File: config.mk
export PLATFORM = sky130hd
export DESIGN_NAME = rf_write_arbiter_flat
export DESIGN_NICKNAME = d
export VERILOG_FILES = /design/src/rtl/rf_pkg.sv /design/src/rtl/rf_write_arbiter_if.sv /design/src/rtl/rf_write_arbiter_wb_fifo.sv /design/src/rtl/rf_write_arbiter.sv /design/src/flat_wrapper.sv
export SDC_FILE = /design/constraint.sdc
export NUM_CORES = 1
export LEC_CHECK = 0
export CAP_MARGIN = 20
export CORE_MARGIN = 8
export CORE_UTILIZATION = 25
export DETAILED_ROUTE_END_ITERATION = 6
export PLACE_DENSITY = 0.52
export SYNTH_ARGS = -nofsm -noshare
export SYNTH_HDL_FRONTEND = slang
export SYNTH_SLANG_ARGS = --single-unit
File: constraint.sdc
create_clock -name clk -period 4.3 [get_ports clk]
set_clock_uncertainty 0.05 [all_clocks]
set_input_delay 0.86 -clock clk [delete_from_list [all_inputs] [get_ports clk]]
set_output_delay 0.86 -clock clk [all_outputs]
set_load 0.05 [all_outputs]
File: src/rtl/rf_pkg.sv
`default_nettype none
// ============================================================================
// Module   : rf_pkg
// Brief    : Shared widths, zero-register index, queue entry and grant types
//            for the register-file write arbiter.
// Revision : 1.0 - initial release
// ============================================================================
package rf_pkg;

    localparam int REG_ADDR_W = 5;
    localparam int DATA_W     = 32;
    localparam int NUM_REGS   = 32;
    localparam logic [REG_ADDR_W-1:0] REG_ZERO = '0;

    typedef struct packed {
        logic [REG_ADDR_W-1:0] addr;
        logic [DATA_W-1:0]     data;
    } wb_entry_t;

    typedef enum logic {
        GRANT_WB0 = 1'b0,
        GRANT_WB1 = 1'b1
    } grant_t;

endpackage
`default_nettype wire

File: src/rtl/rf_write_arbiter_if.sv
`default_nettype none
// ============================================================================
// Module   : rf_write_arbiter_if
// Brief    : Writeback request ports, register-file write port and busy mask.
// Revision : 1.0 - initial release
// ============================================================================
interface rf_write_arbiter_if;
    import rf_pkg::*;

    logic                  wb0_valid;
    logic [REG_ADDR_W-1:0] wb0_addr;
    logic [DATA_W-1:0]     wb0_data;
    logic                  wb0_ready;
    logic                  wb1_valid;
    logic [REG_ADDR_W-1:0] wb1_addr;
    logic [DATA_W-1:0]     wb1_data;
    logic                  wb1_ready;
    logic                  rf_we;
    logic [REG_ADDR_W-1:0] rf_waddr;
    logic [DATA_W-1:0]     rf_wdata;
    logic [NUM_REGS-1:0]   busy;

    modport master (
        output wb0_valid, wb0_addr, wb0_data,
        output wb1_valid, wb1_addr, wb1_data,
        input  wb0_ready, wb1_ready,
        input  rf_we, rf_waddr, rf_wdata, busy
    );

    modport slave (
        input  wb0_valid, wb0_addr, wb0_data,
        input  wb1_valid, wb1_addr, wb1_data,
        output wb0_ready, wb1_ready,
        output rf_we, rf_waddr, rf_wdata, busy
    );

endinterface
`default_nettype wire

File: src/rtl/rf_write_arbiter_wb_fifo.sv
`default_nettype none
// ============================================================================
// Module   : wb_fifo
// Brief    : Per-requester write queue; exposes slot addresses and validity
//            so the parent can build the pending-write mask.
// Revision : 1.0 - initial release
// ============================================================================
module wb_fifo
    import rf_pkg::*;
#(
    parameter int FIFO_DEPTH = 2
) (
    input  wire logic      clk,
    input  wire logic      reset,
    input  wire logic      i_push,
    input  wire wb_entry_t i_entry,
    input  wire logic      i_pop,
    output wb_entry_t      o_head,
    output logic           o_full,
    output logic           o_empty,
    output logic [FIFO_DEPTH-1:0][REG_ADDR_W-1:0] o_slot_addr,
    output logic [FIFO_DEPTH-1:0]                 o_slot_valid
);

    localparam int c_PTR_W = $clog2(FIFO_DEPTH);
    localparam int c_CNT_W = c_PTR_W + 1;
    localparam logic [c_PTR_W-1:0] c_PTR_ONE = 1;
    localparam logic [c_CNT_W-1:0] c_CNT_ONE = 1;
    localparam logic [c_CNT_W-1:0] c_CNT_FULL = c_CNT_W'(FIFO_DEPTH);

    logic [c_PTR_W-1:0]        r_wr_ptr_q, w_wr_ptr_d;
    logic [c_PTR_W-1:0]        r_rd_ptr_q, w_rd_ptr_d;
    logic [c_CNT_W-1:0]        r_count_q, w_count_d;
    wb_entry_t [FIFO_DEPTH-1:0] r_mem_q, w_mem_d;

    always_comb begin
        w_mem_d    = r_mem_q;
        w_wr_ptr_d = r_wr_ptr_q;
        w_rd_ptr_d = r_rd_ptr_q;
        w_count_d  = r_count_q;
        if (i_push) begin
            w_mem_d[r_wr_ptr_q] = i_entry;
            w_wr_ptr_d          = r_wr_ptr_q + c_PTR_ONE;
        end
        if (i_pop) begin
            w_rd_ptr_d = r_rd_ptr_q + c_PTR_ONE;
        end
        case ({i_push, i_pop})
            2'b10:   w_count_d = r_count_q + c_CNT_ONE;
            2'b01:   w_count_d = r_count_q - c_CNT_ONE;
            default: w_count_d = r_count_q;
        endcase
    end

    always_ff @(posedge clk or negedge reset) begin
        if (!reset) begin
            r_mem_q    <= '0;
            r_wr_ptr_q <= '0;
            r_rd_ptr_q <= '0;
            r_count_q  <= '0;
        end else begin
            r_mem_q    <= w_mem_d;
            r_wr_ptr_q <= w_wr_ptr_d;
            r_rd_ptr_q <= w_rd_ptr_d;
            r_count_q  <= w_count_d;
        end
    end

    assign o_head  = r_mem_q[r_rd_ptr_q];
    assign o_full  = (r_count_q == c_CNT_FULL);
    assign o_empty = (r_count_q == '0);

    // A slot is live when its distance past the read pointer is below the occupancy.
    generate
        for (genvar gi = 0; gi < FIFO_DEPTH; gi++) begin : g_slot
            localparam logic [c_PTR_W-1:0] c_SLOT = c_PTR_W'(gi);
            logic [c_PTR_W-1:0] w_offset;
            assign w_offset         = c_SLOT - r_rd_ptr_q;
            assign o_slot_valid[gi] = ({1'b0, w_offset} < r_count_q);
            assign o_slot_addr[gi]  = r_mem_q[gi].addr;
        end
    endgenerate

endmodule
`default_nettype wire

File: src/rtl/rf_write_arbiter.sv
`default_nettype none
// ============================================================================
// Module   : rf_write_arbiter
// Brief    : Merges two writeback streams into one register-file write port
//            with round-robin arbitration and a pending-write busy mask.
// Revision : 1.0 - initial release
// ============================================================================
module rf_write_arbiter
    import rf_pkg::*;
#(
    parameter int FIFO_DEPTH = 2
) (
    input  wire logic         clk,
    input  wire logic         reset,
    rf_write_arbiter_if.slave bus
);

    logic                  r_run_q;
    logic                  r_rf_we_q, w_rf_we_d;
    logic [REG_ADDR_W-1:0] r_rf_waddr_q, w_rf_waddr_d;
    logic [DATA_W-1:0]     r_rf_wdata_q, w_rf_wdata_d;
    grant_t                r_last_grant_q, w_last_grant_d;

    wb_entry_t w_entry0, w_entry1, w_head0, w_head1;
    logic      w_push0, w_push1, w_pop0, w_pop1;
    logic      w_full0, w_full1, w_empty0, w_empty1;
    logic [FIFO_DEPTH-1:0][REG_ADDR_W-1:0] w_slot_addr0, w_slot_addr1;
    logic [FIFO_DEPTH-1:0]                 w_slot_valid0, w_slot_valid1;
    logic [NUM_REGS-1:0]   w_busy;

    // Ready waits for one edge after reset release so it never rises asynchronously.
    assign bus.wb0_ready = r_run_q & ~w_full0;
    assign bus.wb1_ready = r_run_q & ~w_full1;

    // Zero-register writes complete the handshake but never enter a queue.
    assign w_push0 = bus.wb0_valid & bus.wb0_ready & (bus.wb0_addr != REG_ZERO);
    assign w_push1 = bus.wb1_valid & bus.wb1_ready & (bus.wb1_addr != REG_ZERO);

    assign w_entry0 = '{addr: bus.wb0_addr, data: bus.wb0_data};
    assign w_entry1 = '{addr: bus.wb1_addr, data: bus.wb1_data};

    wb_fifo #(.FIFO_DEPTH(FIFO_DEPTH)) u_fifo0 (
        .clk          (clk),
        .reset        (reset),
        .i_push       (w_push0),
        .i_entry      (w_entry0),
        .i_pop        (w_pop0),
        .o_head       (w_head0),
        .o_full       (w_full0),
        .o_empty      (w_empty0),
        .o_slot_addr  (w_slot_addr0),
        .o_slot_valid (w_slot_valid0)
    );

    wb_fifo #(.FIFO_DEPTH(FIFO_DEPTH)) u_fifo1 (
        .clk          (clk),
        .reset        (reset),
        .i_push       (w_push1),
        .i_entry      (w_entry1),
        .i_pop        (w_pop1),
        .o_head       (w_head1),
        .o_full       (w_full1),
        .o_empty      (w_empty1),
        .o_slot_addr  (w_slot_addr1),
        .o_slot_valid (w_slot_valid1)
    );

    always_comb begin
        w_pop0         = 1'b0;
        w_pop1         = 1'b0;
        w_rf_waddr_d   = r_rf_waddr_q;
        w_rf_wdata_d   = r_rf_wdata_q;
        w_last_grant_d = r_last_grant_q;
        if (!w_empty0 && (w_empty1 || r_last_grant_q == GRANT_WB1)) begin
            w_pop0         = 1'b1;
            w_rf_waddr_d   = w_head0.addr;
            w_rf_wdata_d   = w_head0.data;
            w_last_grant_d = GRANT_WB0;
        end else if (!w_empty1) begin
            w_pop1         = 1'b1;
            w_rf_waddr_d   = w_head1.addr;
            w_rf_wdata_d   = w_head1.data;
            w_last_grant_d = GRANT_WB1;
        end
        w_rf_we_d = w_pop0 | w_pop1;
    end

    always_ff @(posedge clk or negedge reset) begin
        if (!reset) begin
            r_run_q        <= 1'b0;
            r_rf_we_q      <= 1'b0;
            r_rf_waddr_q   <= REG_ZERO;
            r_rf_wdata_q   <= '0;
            r_last_grant_q <= GRANT_WB1;
        end else begin
            r_run_q        <= 1'b1;
            r_rf_we_q      <= w_rf_we_d;
            r_rf_waddr_q   <= w_rf_waddr_d;
            r_rf_wdata_q   <= w_rf_wdata_d;
            r_last_grant_q <= w_last_grant_d;
        end
    end

    // Every queued entry plus the write currently on the port is still pending.
    always_comb begin
        w_busy = '0;
        for (int i = 0; i < FIFO_DEPTH; i++) begin
            if (w_slot_valid0[i]) w_busy[w_slot_addr0[i]] = 1'b1;
            if (w_slot_valid1[i]) w_busy[w_slot_addr1[i]] = 1'b1;
        end
        if (r_rf_we_q) w_busy[r_rf_waddr_q] = 1'b1;
        w_busy[REG_ZERO] = 1'b0;
    end

    assign bus.rf_we    = r_rf_we_q;
    assign bus.rf_waddr = r_rf_waddr_q;
    assign bus.rf_wdata = r_rf_wdata_q;
    assign bus.busy     = w_busy;

endmodule
`default_nettype wire

File: src/flat_wrapper.sv
// flat-port wrapper written by rule: the top's interface ports become plain ports
module rf_write_arbiter_flat import rf_pkg::*;
#(
    parameter int FIFO_DEPTH = 2
)
  (clk, reset, bus_wb0_valid, bus_wb0_addr, bus_wb0_data, bus_wb1_valid, bus_wb1_addr, bus_wb1_data, bus_wb0_ready, bus_wb1_ready, bus_rf_we, bus_rf_waddr, bus_rf_wdata, bus_busy);
  rf_write_arbiter_if bus_i ();
  input  wire logic clk;
  input  wire logic reset;
  input wire logic [$bits(bus_i.wb0_valid)-1:0] bus_wb0_valid;
  input wire logic [$bits(bus_i.wb0_addr)-1:0] bus_wb0_addr;
  input wire logic [$bits(bus_i.wb0_data)-1:0] bus_wb0_data;
  input wire logic [$bits(bus_i.wb1_valid)-1:0] bus_wb1_valid;
  input wire logic [$bits(bus_i.wb1_addr)-1:0] bus_wb1_addr;
  input wire logic [$bits(bus_i.wb1_data)-1:0] bus_wb1_data;
  output wire logic [$bits(bus_i.wb0_ready)-1:0] bus_wb0_ready;
  output wire logic [$bits(bus_i.wb1_ready)-1:0] bus_wb1_ready;
  output wire logic [$bits(bus_i.rf_we)-1:0] bus_rf_we;
  output wire logic [$bits(bus_i.rf_waddr)-1:0] bus_rf_waddr;
  output wire logic [$bits(bus_i.rf_wdata)-1:0] bus_rf_wdata;
  output wire logic [$bits(bus_i.busy)-1:0] bus_busy;
  assign bus_i.wb0_valid = bus_wb0_valid;
  assign bus_i.wb0_addr = bus_wb0_addr;
  assign bus_i.wb0_data = bus_wb0_data;
  assign bus_i.wb1_valid = bus_wb1_valid;
  assign bus_i.wb1_addr = bus_wb1_addr;
  assign bus_i.wb1_data = bus_wb1_data;
  assign bus_wb0_ready = bus_i.wb0_ready;
  assign bus_wb1_ready = bus_i.wb1_ready;
  assign bus_rf_we = bus_i.rf_we;
  assign bus_rf_waddr = bus_i.rf_waddr;
  assign bus_rf_wdata = bus_i.rf_wdata;
  assign bus_busy = bus_i.busy;
  rf_write_arbiter #(.FIFO_DEPTH(FIFO_DEPTH)) u_core (.clk(clk), .reset(reset), .bus(bus_i));
endmodule
### Word level (Yosys, flattened, before mapping)

Index checks and enable logic that the tools add are counted.

* register bits after elaboration: 196
* bits of input ports: 78

* $add $sub $neg: 12
* $lt $le $gt $ge: 20
* equality and inequality tests: 7
* mux-type cells: 36
* bitwise gates (word level): 13
* reduce and logical (&&, ||, !) cells: 16

Operators by type and width (number)
* $mux W32: 7
* $mux W37: 6
* $bwmux W74: 2
* $or A32 B32 Y32: 4
* $demux W37 S1: 2
* $lt A5 B6 Y1 const B: 5
* $demux W1 S5: 5
* $ge A5 B1 Y1 const B: 5
* $mux W1: 10
* $mux W5: 2
* $reduce_bool A5 Y1: 2
* $eq A2 B2 Y1 const B: 4
* $logic_and A1 B1 Y1: 8
* $lt A1 B2 Y1: 4
* $lt A1 B2 Y1 const B: 4
* $pmux W2 S2: 2
* $and A1 B1 Y1: 6
* $add A1 B1 Y1 const B: 4
* $add A2 B1 Y2 const B: 2
* $eq A2 B1 Y1 const B: 2
* $logic_not A2 Y1: 2
* $reduce_bool A2 Y1: 2
* $sub A1 B1 Y1 const A: 4
* $sub A2 B1 Y2 const B: 2
* 6 further kinds: 8

### Depth between registers and ports, before layout

* word-level depth: 13
* mapped depth: 10
* gate-level depth less buffers: 8

### Cells and area by module

From an unflattened synthesis, not the netlist that was laid out.

* cells, all modules: 851
* area total of the unflattened synthesis: 10228.6 um2

By module, submodules not included
* wb_fifo: instances 2, cells an instance 224, area each 3493.4 um2
* rf_write_arbiter: instances 1, cells an instance 403, area each 3241.9 um2

### Least setup slack after synthesis

OpenSTA, ideal clock, no wires.

* path type: register to output
* start: reg u_core.u_fifo0.r_count_q[0]
* end: out bus_busy[15]
* arrival time: 1.906 ns
* required time: 3.390 ns
* path slack: 1.484 ns
* cell stages (with the launch flop): 6
* cells stage by stage: dfrtp_1 > buf_2 > nor2b_1 > o211a_2 > and4b_1 > or4_1

* cells in the longest elaborated chain, start to end: 10
* elaborated cells between the ends (all ways): 11
* classes of those cells: order compare: 2; mux: 5; bitwise: 4

RTL lines
* from (decl): RTL line rf_write_arbiter_wb_fifo.sv:33 `logic [c_CNT_W-1:0] r_count_q, w_count_d;`
* from (signal assigned): RTL line rf_write_arbiter_wb_fifo.sv:65 `r_count_q <= w_count_d;`
* $lt A1 B2 Y1: RTL line rf_write_arbiter_wb_fifo.sv:79 `assign o_slot_valid[gi] = ({1'b0, w_offset} < r_count_q);`
* $mux W32: RTL line rf_write_arbiter.sv:108 `if (w_slot_valid0[i]) w_busy[w_slot_addr0[i]] = 1'b1;`
* $or A32 B32 Y32 (no source line)
* $mux W32: RTL line rf_write_arbiter.sv:109 `if (w_slot_valid1[i]) w_busy[w_slot_addr1[i]] = 1'b1;`
* $or A32 B32 Y32 (no source line)
* $mux W32 (*): RTL line rf_write_arbiter.sv:108
* $or A32 B32 Y32 (no source line)
* $mux W32 (*): RTL line rf_write_arbiter.sv:109
* $or A32 B32 Y32 (no source line)
* $mux W32 (*): RTL line rf_write_arbiter.sv:111 `if (r_rf_we_q) w_busy[r_rf_waddr_q] = 1'b1;`
* to (decl): RTL line flat_wrapper.sv:21 `output wire logic [$bits(bus_i.busy)-1:0] bus_busy;`

Mark *: on every way between the ends. The rest lies on a longest branch, timed or not.

### Worst setup path in the final report

* start: reg u_core.u_fifo1.r_count_q[0]
* end: out bus_busy[14]

* cells in the longest elaborated chain, start to end: 8
* elaborated cells between the ends (all ways): 9
* classes of those cells: order compare: 2; mux: 4; bitwise: 3

RTL lines (RTL line)
* from (decl): rf_write_arbiter_wb_fifo.sv:33
* from (signal assigned): rf_write_arbiter_wb_fifo.sv:65
* $lt A1 B2 Y1: rf_write_arbiter_wb_fifo.sv:79
* $mux W32: rf_write_arbiter.sv:109
* $or A32 B32 Y32 (no source line)
* $mux W32: rf_write_arbiter.sv:108
* $or A32 B32 Y32 (no source line)
* $mux W32 (*): rf_write_arbiter.sv:109
* $or A32 B32 Y32 (no source line)
* $mux W32 (*): rf_write_arbiter.sv:111

Marks and branches as above.

==> out/metrics.yaml <==
cp_num_buf_inv: 1
multi_input_area_um2: 4900
die_y_um: 217
cp-start-kind: "flop"
portBuffers: 148
fin_nets: 1026
peakVddDrop_v: 0.000377
overflow: 0
grt_util_all_layers_pct: 13.8
hold_viol_final: 0
rsz0062_at_grt: "false"
tns_ns: 0
synthesis.nets: 896
ys_warn_count: 0
clkTransAtPathRegs_ns: 0.07
viasPerCell: 4.88
ios: 150
grt_max_degree: 98
path_cells: "nor2b_1 -> o21ai_1 -> o22ai_1 -> or3_1 -> clkdlybuf4s50_1"
relSlewSlack_pct: 30.6
synth_cells: 816
initial_core_util_pct: 25.4
ant_nets: 0
crit_slowest_cell: "clkdlybuf4s50_1"
ys_seq_area_share_pct: 48.5
diodes: 0
yosys-top-cells-count: "dfrtp_1, mux2_1, mux2i_1"
r2r-start: "u_core.u_fifo0.r_count_q[1]"
fmax_mhz: 246
power.leakage_nw: 5.27
grt_pass1_wl_um: 50200
gp_congestion: 0.864
fin_crit_ns: 4.06
cts_made_buffers: 17
drv_cap: 0
grt_pass1_vias: 7855
synthesis.area_um2: 10100
hold_start: "u_core.u_fifo1.r_mem_q[30]"
synth_top_area_share_pct: 48.2
area_growth_pct: 26.3
drtIter0Drc: 437
syn_avg_cell_area_um2: 12.4
yosysTopAreaCell: "dfrtp_1"
rows: 73
setup_viol: 0
synth_cell_types: 67
regArea_um2: 4910
ys_ff_latch: 196
routed_wl_um: 32700
hp-class: "reg2reg"
die-area_um2: 47200
chipWidth_um: 217
nFillCells: 4064
cp-end-kind: "output port"
yosys.cell_count.top_type: "dfrtp_1"
drc: 0
routedWlPerCell_um: 22.0
vias: 7246
synth_ff_type: "dfrtp_1"
htreeDepth: 4
antenna_found_initial: 3
critPathMaxStageDelay_ns: 0.74
pwr_density_cell_nw_per_um2: 885
hold_slack_ns: 0.435
cts-root-buf: "clkbuf_16"
worstPathMaxFanout: 11
crit_type: "reg2out"
clkLatencyLatePin_ns: 0.44
cp-startpoint: "u_core.u_fifo1.r_count_q[0]"
post-cts-setup-buffers: 0
worst_ep_arrival_time_ns: 3.15
place_hpwl_um: 22300
drive_gt1_share_pct: 16.2
cpLargestDelayFamily: "buffers and inverters"
cts_hold_buf: 0
period_share_pct: 94.4
synthArstFlopShare_pct: 100
tightest_slew_ns: 1.04
cts_tree: "built"
core_um2: 39800
first_pass_iters: 5
status: "finished, final reports clean"
cts_resized: 0
drv_slew: 0
worstPathRequired_ns: 3.39
cts_buffer_depth: 2
cts_sinks: 196
synth.area.top_cells: "dfrtp_1, mux2_1, mux2_4"
synth-edff-count: 0
-- metrics by stage --
| stage | utilization (%) | std cells | setup slack, ns | area (um^2) | total power, mW |
|---|---|---|---|---|---|
| 6_report | 32.1 | 1484 | 0.240 | 12800 | 11.3 |
| 5_1_grt | 32.1 | 1484 | 0.111 | 12800 | 12.0 |
| 4_1_cts | 32.1 | 1484 | 0.192 | 12800 | 11.4 |
| 3_5_place_dp | 30.6 | 1452 | 0.530 | 12200 | 9.73 |
| 3_3_place_gp | 30.6 | 1452 | 0.575 | 12200 | 9.68 |
| 2_1_floorplan | - | 816 | 1.48 | 10100 | 7.62 |
-- cell type report --
| type | count | area share, % |
|---|---|---|
| repair buffers | 172 | 13.1 |
| multi-input cells | 550 | 38.3 |
| clock buffers | 18 | 3.44 |
| flip-flops and latches | 196 | 38.4 |
| well taps | 525 | 5.14 |
| clock inverters | 14 | 1.26 |
| inverters | 9 | 0.264 |
-- report_power, final --
group	internal [mW]	switching (mW)	leakage, nW	total, mW
logic	2.49	3.42	2.65	5.92
registers	2.80	0.938	2.34	3.74
clock network	0.890	0.757	0.284	1.65
total	6.19	5.12	5.27	11.3
-- cells by family (layout without fill, tap and decap cells) --
logic type | after synthesis | count (layout) | share of synthesized area (%)
and+or+nand+nor | 183 | 183 | 10.4
other | 2 | 2 | 0.0742
DFF | 196 | 196 | 48.5
buffers and inverters | 70 | 213 | 3.50
muxes | 229 | 229 | 26.8
AOI/OAI and AO/OA | 124 | 124 | 9.61
xor gates and xnor gates | 10 | 10 | 0.866
adders and majority gates | 2 | 2 | 0.247
-- layer usage --
metal  vias up  share of wire [%]  GRT usage (%)
li1       3279                  -              -
met1      3700                 47           18.4
met2       224                 46           22.0
met3        37                5.9           3.52
met4         6                1.6           3.83
met5         -               0.13              0
-- sequential cells by signal, summed over array words and instances, names as in the netlist --
name and flops:
u_core.u_fifo1.r_rd_ptr_q 1, u_core.r_run_q 1, u_core.u_fifo1.o_slot_addr 10, u_core.u_fifo0.r_count_q 2
u_core.u_fifo1.r_wr_ptr_q 1, u_core.u_fifo0.r_wr_ptr_q 1, u_core.u_fifo1.r_count_q 2, u_core.bus.rf_wdata 32
u_core.u_fifo0.r_rd_ptr_q 1, u_core.u_fifo0.o_slot_addr 10, u_core.r_last_grant_q 1, u_core.bus.rf_waddr 5
u_core.u_fifo1.r_mem_q 64, u_core.bus.rf_we 1, u_core.u_fifo0.r_mem_q 64
-- path summary, 6_finish.rpt --
kind | endpoint | slack, ns | cells past startpoint
setup reg to reg | u_core.u_fifo0.r_mem_q[38] | 1.33 | 5
max in group asynchronous | u_core.u_fifo0.r_rd_ptr_q | 2.69 | 2
min in group asynchronous | u_core.u_fifo0.r_mem_q[55] | 0.45 | 1
hold / removal | u_core.u_fifo1.r_mem_q[30] | 0.43 | 1
hold reg to reg | u_core.u_fifo1.r_mem_q[30] | 0.43 | 1
setup / recovery | bus_busy[14] | 0.24 | 5
-- cells in the final DEF (no fill, tap or decap), types with 11 or more instances in the layout --
master and instances:
clkdlybuf4s50_1 146, mux2_1 88, nand2_1 56, o21ai_1 12
buf_4 24, clkbuf_16 17, nand3_1 19, nor2_1 20
mux2i_1 74, o221ai_1 33, mux2_4 60, dfrtp_1 193
nor3b_1 11, a22oi_1 26
(Power assumes the default switching activity.)
